===== src/rtl/gate_event_sequencer.sv =====
// Gate sensor front-end: synchronise, debounce, queue one request per direction and issue
// spaced single-cycle entry/exit pulses to the parking FSM.
module gate_event_sequencer #(
  parameter int unsigned DEBOUNCE_CYCLES = 4,
  parameter int unsigned CNT_W           = 3,
  parameter int unsigned SPACING         = 2
) (
  input  logic       clk,
  input  logic       reset,
  input  logic       entry_sensor_raw,
  input  logic       exit_sensor_raw,
  input  logic [1:0] exit_slot_raw,
  input  logic       is_full,
  input  logic [3:0] spots,
  output logic       entry_signal,
  output logic       exit_signal,
  output logic [1:0] exit_slot,
  output logic       rejected,
  output logic       overrun
);

  typedef enum logic [1:0] {StIdle, StIssue, StGap} state_e;

  localparam int unsigned GapW = $clog2(SPACING + 1);
  localparam logic [CNT_W-1:0] CntLast = CNT_W'(DEBOUNCE_CYCLES - 1);
  localparam logic [GapW-1:0]  GapLoad = GapW'(SPACING);

  logic entry_s1, entry_s2, exit_s1, exit_s2;
  logic [1:0] slot_s1, slot_s2;
  logic [CNT_W-1:0] entry_cnt, exit_cnt;
  logic entry_filt, exit_filt, entry_filt_prev, exit_filt_prev;
  logic entry_pend, exit_pend;
  logic [1:0] slot_q;
  logic entry_rise, exit_rise;
  logic clr_entry, clr_exit;
  logic entry_d, exit_d, rejected_d;
  logic [1:0] exit_slot_d;
  state_e state_q, state_d;
  logic [GapW-1:0] gap_q, gap_d;

  // Synchronisers and debounce filters
  always_ff @(posedge clk or posedge reset) begin
    if (reset) begin
      entry_s1 <= 1'b0;
      entry_s2 <= 1'b0;
      exit_s1  <= 1'b0;
      exit_s2  <= 1'b0;
      slot_s1  <= 2'b00;
      slot_s2  <= 2'b00;
      entry_cnt <= '0;
      exit_cnt  <= '0;
      entry_filt <= 1'b0;
      exit_filt  <= 1'b0;
      entry_filt_prev <= 1'b0;
      exit_filt_prev  <= 1'b0;
    end else begin
      entry_s1 <= entry_sensor_raw;
      entry_s2 <= entry_s1;
      exit_s1  <= exit_sensor_raw;
      exit_s2  <= exit_s1;
      slot_s1  <= exit_slot_raw;
      slot_s2  <= slot_s1;
      entry_filt_prev <= entry_filt;
      exit_filt_prev  <= exit_filt;
      if (entry_s2 == entry_filt) begin
        entry_cnt <= '0;
      end else if (entry_cnt == CntLast) begin
        entry_filt <= entry_s2;
        entry_cnt  <= '0;
      end else begin
        entry_cnt <= entry_cnt + 1'b1;
      end
      if (exit_s2 == exit_filt) begin
        exit_cnt <= '0;
      end else if (exit_cnt == CntLast) begin
        exit_filt <= exit_s2;
        exit_cnt  <= '0;
      end else begin
        exit_cnt <= exit_cnt + 1'b1;
      end
    end
  end

  assign entry_rise = entry_filt & ~entry_filt_prev;
  assign exit_rise  = exit_filt & ~exit_filt_prev;

  // A rise while already pending is dropped; the slot of the queued exit is kept.
  always_ff @(posedge clk or posedge reset) begin
    if (reset) begin
      entry_pend <= 1'b0;
      exit_pend  <= 1'b0;
      slot_q     <= 2'b00;
      overrun    <= 1'b0;
    end else begin
      entry_pend <= (entry_pend & ~clr_entry) | (entry_rise & ~entry_pend);
      exit_pend  <= (exit_pend & ~clr_exit) | (exit_rise & ~exit_pend);
      if (exit_rise && !exit_pend) slot_q <= slot_s2;
      overrun <= (entry_rise & entry_pend) | (exit_rise & exit_pend);
    end
  end

  always_ff @(posedge clk or posedge reset) begin
    if (reset) begin
      state_q      <= StIdle;
      gap_q        <= '0;
      entry_signal <= 1'b0;
      exit_signal  <= 1'b0;
      exit_slot    <= 2'b00;
      rejected     <= 1'b0;
    end else begin
      state_q      <= state_d;
      gap_q        <= gap_d;
      entry_signal <= entry_d;
      exit_signal  <= exit_d;
      exit_slot    <= exit_slot_d;
      rejected     <= rejected_d;
    end
  end

  always_comb begin
    state_d = state_q;
    gap_d   = gap_q;
    unique case (state_q)
      StIdle: begin
        if ((exit_pend && spots[slot_q]) || (!exit_pend && entry_pend && !is_full)) begin
          state_d = StIssue;
        end
      end
      StIssue: begin
        state_d = StGap;
        gap_d   = GapLoad;
      end
      StGap: begin
        gap_d = gap_q - 1'b1;
        if (gap_q <= GapW'(1)) state_d = StIdle;
      end
      default: state_d = StIdle;
    endcase
  end

  always_comb begin
    entry_d     = 1'b0;
    exit_d      = 1'b0;
    rejected_d  = 1'b0;
    exit_slot_d = exit_slot;
    clr_entry   = 1'b0;
    clr_exit    = 1'b0;
    if (state_q == StIdle) begin
      if (exit_pend) begin
        clr_exit = 1'b1;
        if (spots[slot_q]) begin
          exit_d      = 1'b1;
          exit_slot_d = slot_q;
        end else begin
          rejected_d = 1'b1;
        end
      end else if (entry_pend && !is_full) begin
        entry_d   = 1'b1;
        clr_entry = 1'b1;
      end
    end
  end

endmodule


===== config.mk =====
export PLATFORM = sky130hd
export DESIGN_NAME = gate_event_sequencer
export DESIGN_NICKNAME = d
export VERILOG_FILES = /design/src/rtl/gate_event_sequencer.sv
export SDC_FILE = /design/constraint.sdc
export NUM_CORES = 1
export LEC_CHECK = 0
export ABC_AREA = 1
export CAP_MARGIN = 20
export CORE_UTILIZATION = 52
export DETAILED_ROUTE_END_ITERATION = 8
export GPL_TIMING_DRIVEN = 0
export PLACE_DENSITY_LB_ADDON = 0.25
export SYNTH_ARGS = -nofsm -noshare
export SYNTH_HDL_FRONTEND = slang
export SYNTH_SLANG_ARGS = --single-unit

===== constraint.sdc =====
create_clock -name clk -period 1.5 [get_ports clk]
set_input_delay 0.3 -clock clk [delete_from_list [all_inputs] [get_ports clk]]
set_output_delay 0.3 -clock clk [all_outputs]
set_load 0.1 [all_outputs]

==> results.yml, run 1 <==
synthesis:
  synth.area.top_cells: "dfrtp_1 (64%), ha_1 (6.0%), nand2_1 (5.4%), inv_1 (3.0%), nor2_1 (2.4%)"
  netlist.area_leader.share_pct: 64.3
  yosysUniqueCellTypes: 18
  syn-cell-area_um2: 1250
  ys.flop_type: "dfrtp_1"
  yosysMostFrequentCell: "dfrtp_1"
  synth_edf_count: 0
  synth_largest_area_cell: "dfrtp_1"
  seq_area_frac_synth_pct: 64.3
  yosysWarnings: 0
  synth_common_cells: "dfrtp_1 (32), nand2_1 (18), inv_1 (10)"
  synth-seq-cells: 32
  synthCells: 111
  async_flop_share_pct: 100
  avgSynthCellArea_um2: 11.2
  synth_fp_nets: 128
placement:
  hpwl_mm: 1.38
  dp_slack_ps: -273
  place.port_buffers: 16
  place_congestion: 0.771
global_routing:
  grt_pass1_wl_mm: 3.26
  grt.total_usage_pct: 18.3
  grt.overflow.total: 0
  antenna_found_initial: 0
  first_global_vias: 814
  grt_max_degree: 21
power:
  p_clk_share_pct: 19.1
  p_leak_nw: 0.750
  p_sw_mw: 1.33
  intPower_mw: 1.86
  powerDensity_nw_per_um2: 2100
  swShare_pct: 41.7
  peakVddDrop_uv: 1130
  p_comb_share_pct: 40.4
  seqPwrFrac_pct: 40.5
clock_tree:
  clkTransAtPathRegs_ps: 90
  ctsHoldBuffers: 0
  cts_tree: "built"
  cts_buffers: 5
  cts-root-buf: "clkbuf_4"
  clock_latency_ps: 310
  cts.sinks: 32
  clockBufferDepth: 2
  htree_levels: 2
floorplanning:
  die_area_um2: 2600
  core_area_um2: 2230
  row_count: 17
  die_y_um: 51.0
  die_x_um: 51.0
  initial_utilization_pct: 55.8
  io_pins: 17
worst_setup_path:
  worst_path_max_delay_cell: "buf_2"
  critPathKind: "flop to primary output"
  slowest_delay_ps: 430
  worstReg2RegStart: "state_q[1]"
  crit_required_ps: 1200
  critPathBufInv: 1
  critPathTopFamily: "buffers and inverters"
  cp-start-kind: "flop"
  cp_cell_sequence: "buf_2"
  worstPathMaxFanout: 2
  crit_arrival_ps: 1100
  end_kind: "primary output"
  reg2reg_depth: 6
  r2r_setup_slack_ps: 150
  timing.rr.end: "exit_slot[1]"
drt:
  drcViolationCount: 0
  drt_first_pass_iters: 4
  postRouteAntennaNets: 0
  routed-via-count: 819
  finalWirelength_mm: 1.85
  wl_per_cell_um: 11.3
  viasPerCell: 4.99
  drt_iter0_markers: 10
timing:
  hold_viol: 0
  fin_crit_sh_pct: 93.4
  setup_viol: 0
  rsz0062_at_grt: "no"
  tightest_slew_ps: 561
  fin_crit_ps: 1400
  whs_ps: 328
  fmax_mhz: 714
  slew_violations: 0
  setup_ws_ps: 98.5
  max_slew_margin_pct: 62.5
  finalClockSkew_ps: 4.69
hold_path:
  min_path_type: "input pin to asynchronous set/reset pin"
cells_and_area:
  drive_gt1_share_pct: 20.6
  seq_area_um2: 801
  diodes: 0
  areaGrowthSynthToFinish_pct: 21.6
  fin_nets: 152
  multi_input_area_um2: 385
  n_fill_cell: 188
status:
  status: "finished, final reports clean"
job:
  cap_viol_max_count: 0
## cells in the final DEF, fill, tap and decap left out, drive strengths merged
master         Yosys  layout
nor2               9       9
o21ai              3       3
nand3              7       7
o21a               2       2
nor3b              2       2
nand2             23      23
xnor2              2       2
ha                 6       6
bufinv             0       1
nor3               2       2
a21oi              5       5
dfrtp             32      32
clkinv             0       1
inv               16      16
mux2               2       2
clkdlybuf4s50      0      10
buf                0       7
clkbuf             0       6
## sequential cells by signal (all words and copies together) (netlist names), 2 cells and up
name	count
entry_cnt	3
exit_cnt	3
exit_slot	2
gap_q	2
slot_q	2
slot_s1	2
slot_s2	2
state_q	2
## worst max-delay path by stage
stage | from | depth (start not counted) | slack (ps) | endpoint
2_1_floorplan | exit_slot[0] | 0 | 300 | exit_slot[0]
3_3_place_gp | exit_slot[1] | 1 | -250 | exit_slot[1]
3_5_place_dp | exit_slot[1] | 1 | -270 | exit_slot[1]
4_1_cts | entry_signal | 1 | 3 | entry_signal
5_1_grt | exit_slot[1] | 1 | 30 | exit_slot[1]
6_report | exit_slot[1] | 1 | 100 | exit_slot[1]
## area by class of cell
class                      count  share of cell area (%)
multi-input combinational     63                    25.4
inverter                      16                    3.96
tap                           28                    2.31
clock buffer                   6                    2.73
timing repair buffer          17                    10.4
clock inverter                 2                    2.31
sequential                    32                    52.8
## power by group through the flow
stage / registers, mW / clock network [mW] / logic (mW)
after detailed placement: 1.31 / 0 / 1.34
after CTS: 1.29 / 0.627 / 1.33
after floorplan: 1.66 / 0 / 0.680
after global placement: 1.29 / 0 / 1.27
after global routing: 1.32 / 0.682 / 1.43
final: 1.29 / 0.608 / 1.29
## metal layers
layer  global-route usage, %  wire length [um]
met1                    17.8               719
met2                    31.8              1010
met3                    8.04                85
met4                    10.2                40
met5                       0                 0
## cells by family after synthesis
logic type                 after synthesis  share of synthesized area (%)
DFF                                     32                           64.3
AOI/OAI and AO/OA                       10                           4.42
xor gates and xnor gates                 2                           1.41
muxes                                    2                           1.81
and+or+nand+nor                         43                           17.3
adders and majority gates                6                           6.02
buffers and inverters                   16                           4.82
## timing repair
action	4_1_cts	5_1_grt
endpoints found under the setup margin	6	4
buffers inserted	0	0
gates resized for setup	26	4
## metrics by stage
step	utilization [%]	setup TNS, ps	total power [mW]	instance area, um^2	instances
after floorplan	-	0	2.34	1250	111
after global placement	64.5	-6380	2.56	1440	155
after detailed placement	65.8	-1420	2.65	1470	156
after CTS	68.7	0	3.25	1540	164
after global routing	67.8	0	3.43	1520	164
final	67.8	0	3.18	1520	164
No activity file was read; power rests on OpenSTA's default activity.
==> run 2, diff against run 1 <==
- CAP_MARGIN: 20 -> default
==> run 2 against run 1 <==
  * Clock power is 31% lower
  * Worst setup slack improved by 9.1 ps
  * Clock skew fell by 1.0 ps
  * Combinational power hardly changed
  * Critical path type unchanged
  * Largest cell class unchanged
  * Largest power group unchanged
==> results.yml, run 2 (synthesized netlist as in run 1, its figures left out) <==
drt:
  viasPerCell: 4.90
  drt_first_pass_iters: 4
  drt_iter0_markers: 4
  drcViolationCount: 0
  finalWirelength_mm: 1.71
  wl_per_cell_um: 10.5
  routed-via-count: 794
  postRouteAntennaNets: 0
placement:
  place_congestion: 0.771
  place_inst: 155
  dpl_cell_area_um2: 1440
  place.port_buffers: 16
  hpwl_mm: 1.28
  dp_slack_ps: -268
clock_tree:
  cts_tree: "built"
  ctsHoldBuffers: 0
  postCtsSetupBuffers: 0
  clock_latency_ps: 310
  htree_levels: 2
  clockBufferDepth: 2
  clkTransAtPathRegs_ps: 90
  cts-root-buf: "clkbuf_4"
  cts_buffers: 5
  cts.sinks: 32
worst_setup_path:
  crit_required_ps: 1200
  crit_arrival_ps: 1090
  r2r_setup_slack_ps: 200
  reg2reg_depth: 6
  slowest_delay_ps: 430
  critPathTopFamily: "buffers and inverters"
  critPathKind: "flop to primary output"
  cp_num_cells: 1
  cp-start-kind: "flop"
  end_kind: "primary output"
  timing.rr.end: "exit_slot[1]"
  cp_cell_sequence: "buf_2"
  worstReg2RegStart: "state_q[1]"
  worstPathMaxFanout: 2
  critPathBufInv: 1
  worst_path_max_delay_cell: "buf_2"
global_routing:
  antenna_found_initial: 0
  grt_use_met3_pct: 6.25
  first_global_vias: 779
  grtUsageMet1_pct: 17.1
  grt_pass1_wl_mm: 2.98
  grt.overflow.total: 0
  grt_max_degree: 33
  grt.total_usage_pct: 16.4
  grt.busiest_layer: "met2"
  met2_usage_pct: 27.0
floorplanning:
  io_pins: 17
  initial_utilization_pct: 55.8
  die_x_um: 51.0
  die_area_um2: 2600
  core_area_um2: 2230
  row_count: 17
  die_y_um: 51.0
power:
  swShare_pct: 43.7
  intPower_mw: 1.67
  seqPwrFrac_pct: 43.3
  p_comb_share_pct: 42.6
  total_power_mw: 2.97
  peakVddDrop_uv: 1150
  p_sw_mw: 1.30
  p_clk_share_pct: 14.0
  powerDensity_nw_per_um2: 2030
  p_leak_nw: 0.718
timing:
  setup_ws_ps: 108
  finalClockSkew_ps: 3.68
  hold_viol: 0
  rsz0062_at_grt: "no"
  fin_crit_sh_pct: 92.8
  setup_viol: 0
  tightest_slew_ps: 653
  max_slew_margin_pct: 56.4
  fmax_mhz: 718
  whs_ps: 356
  tns_ps: 0
  fin_crit_ps: 1390
  slew_violations: 0
cells_and_area:
  fin_area_um2: 1460
  seq_area_um2: 801
  diodes: 0
  drive_gt1_share_pct: 20.1
  areaGrowthSynthToFinish_pct: 17.3
  n_fill_cell: 179
  multi_input_area_um2: 385
  stdcell_count: 162
  fin_nets: 151
  most-common-layout-cells: "dfrtp_1 (32), nand2_1 (18), clkdlybuf4s50_1 (10)"
  top_regs: "entry_cnt: 3 flops, exit_cnt: 3 flops"
  final_common_cell: "dfrtp_1"
  final_util_pct: 65.4
hold_path:
  worstHoldEndpoint: "exit_s2"
  min_path_type: "flop to flop"
  hold_start: "exit_s1"
  holdPathStages: 0
job:
  cap_viol_max_count: 0
status:
  status: "finished, final reports clean"
## run 2: power groups by stage
stage          Combinational (mW)  Clock [mW]  Sequential [mW]
3_3_place_gp                 1.27           0             1.29
5_1_grt                      1.42       0.478             1.31
3_5_place_dp                 1.33           0             1.31
4_1_cts                      1.31       0.437             1.29
6_report                     1.27       0.417             1.29
2_1_floorplan               0.680           0             1.66
## run 2: metal layers
metal  up-vias  share of wire (%)
met2        21                 50
met4         0                1.4
li1        394                  -
met5         -                  0
met3         5                5.6
met1       374                 43
## run 2: layout make-up
type / instances / share of cell area [%]
Sequential cell: 32 / 54.8
Tap cell: 28 / 2.40
Multi-Input combinational cell: 63 / 26.4
Clock inverter: 1 / 0.342
Inverter: 16 / 4.37
Timing Repair Buffer: 16 / 8.90
Clock buffer: 6 / 2.83
## run 2: worst max-delay path by stage
stage / startpoint / slack, ps / end
2_1_floorplan: exit_slot[0] / 300 / exit_slot[0]
3_3_place_gp: exit_slot[1] / -250 / exit_slot[1]
3_5_place_dp: exit_slot[1] / -270 / exit_slot[1]
4_1_cts: entry_signal / 3 / entry_signal
5_1_grt: exit_slot[1] / 60 / exit_slot[1]
6_report: exit_slot[1] / 110 / exit_slot[1]
## run 2: what timing repair did
action,4_1_cts,5_1_grt
gates cloned,0,0
hold endpoints to repair,0,0
setup endpoints to repair,6,36
gates resized for setup,26,5
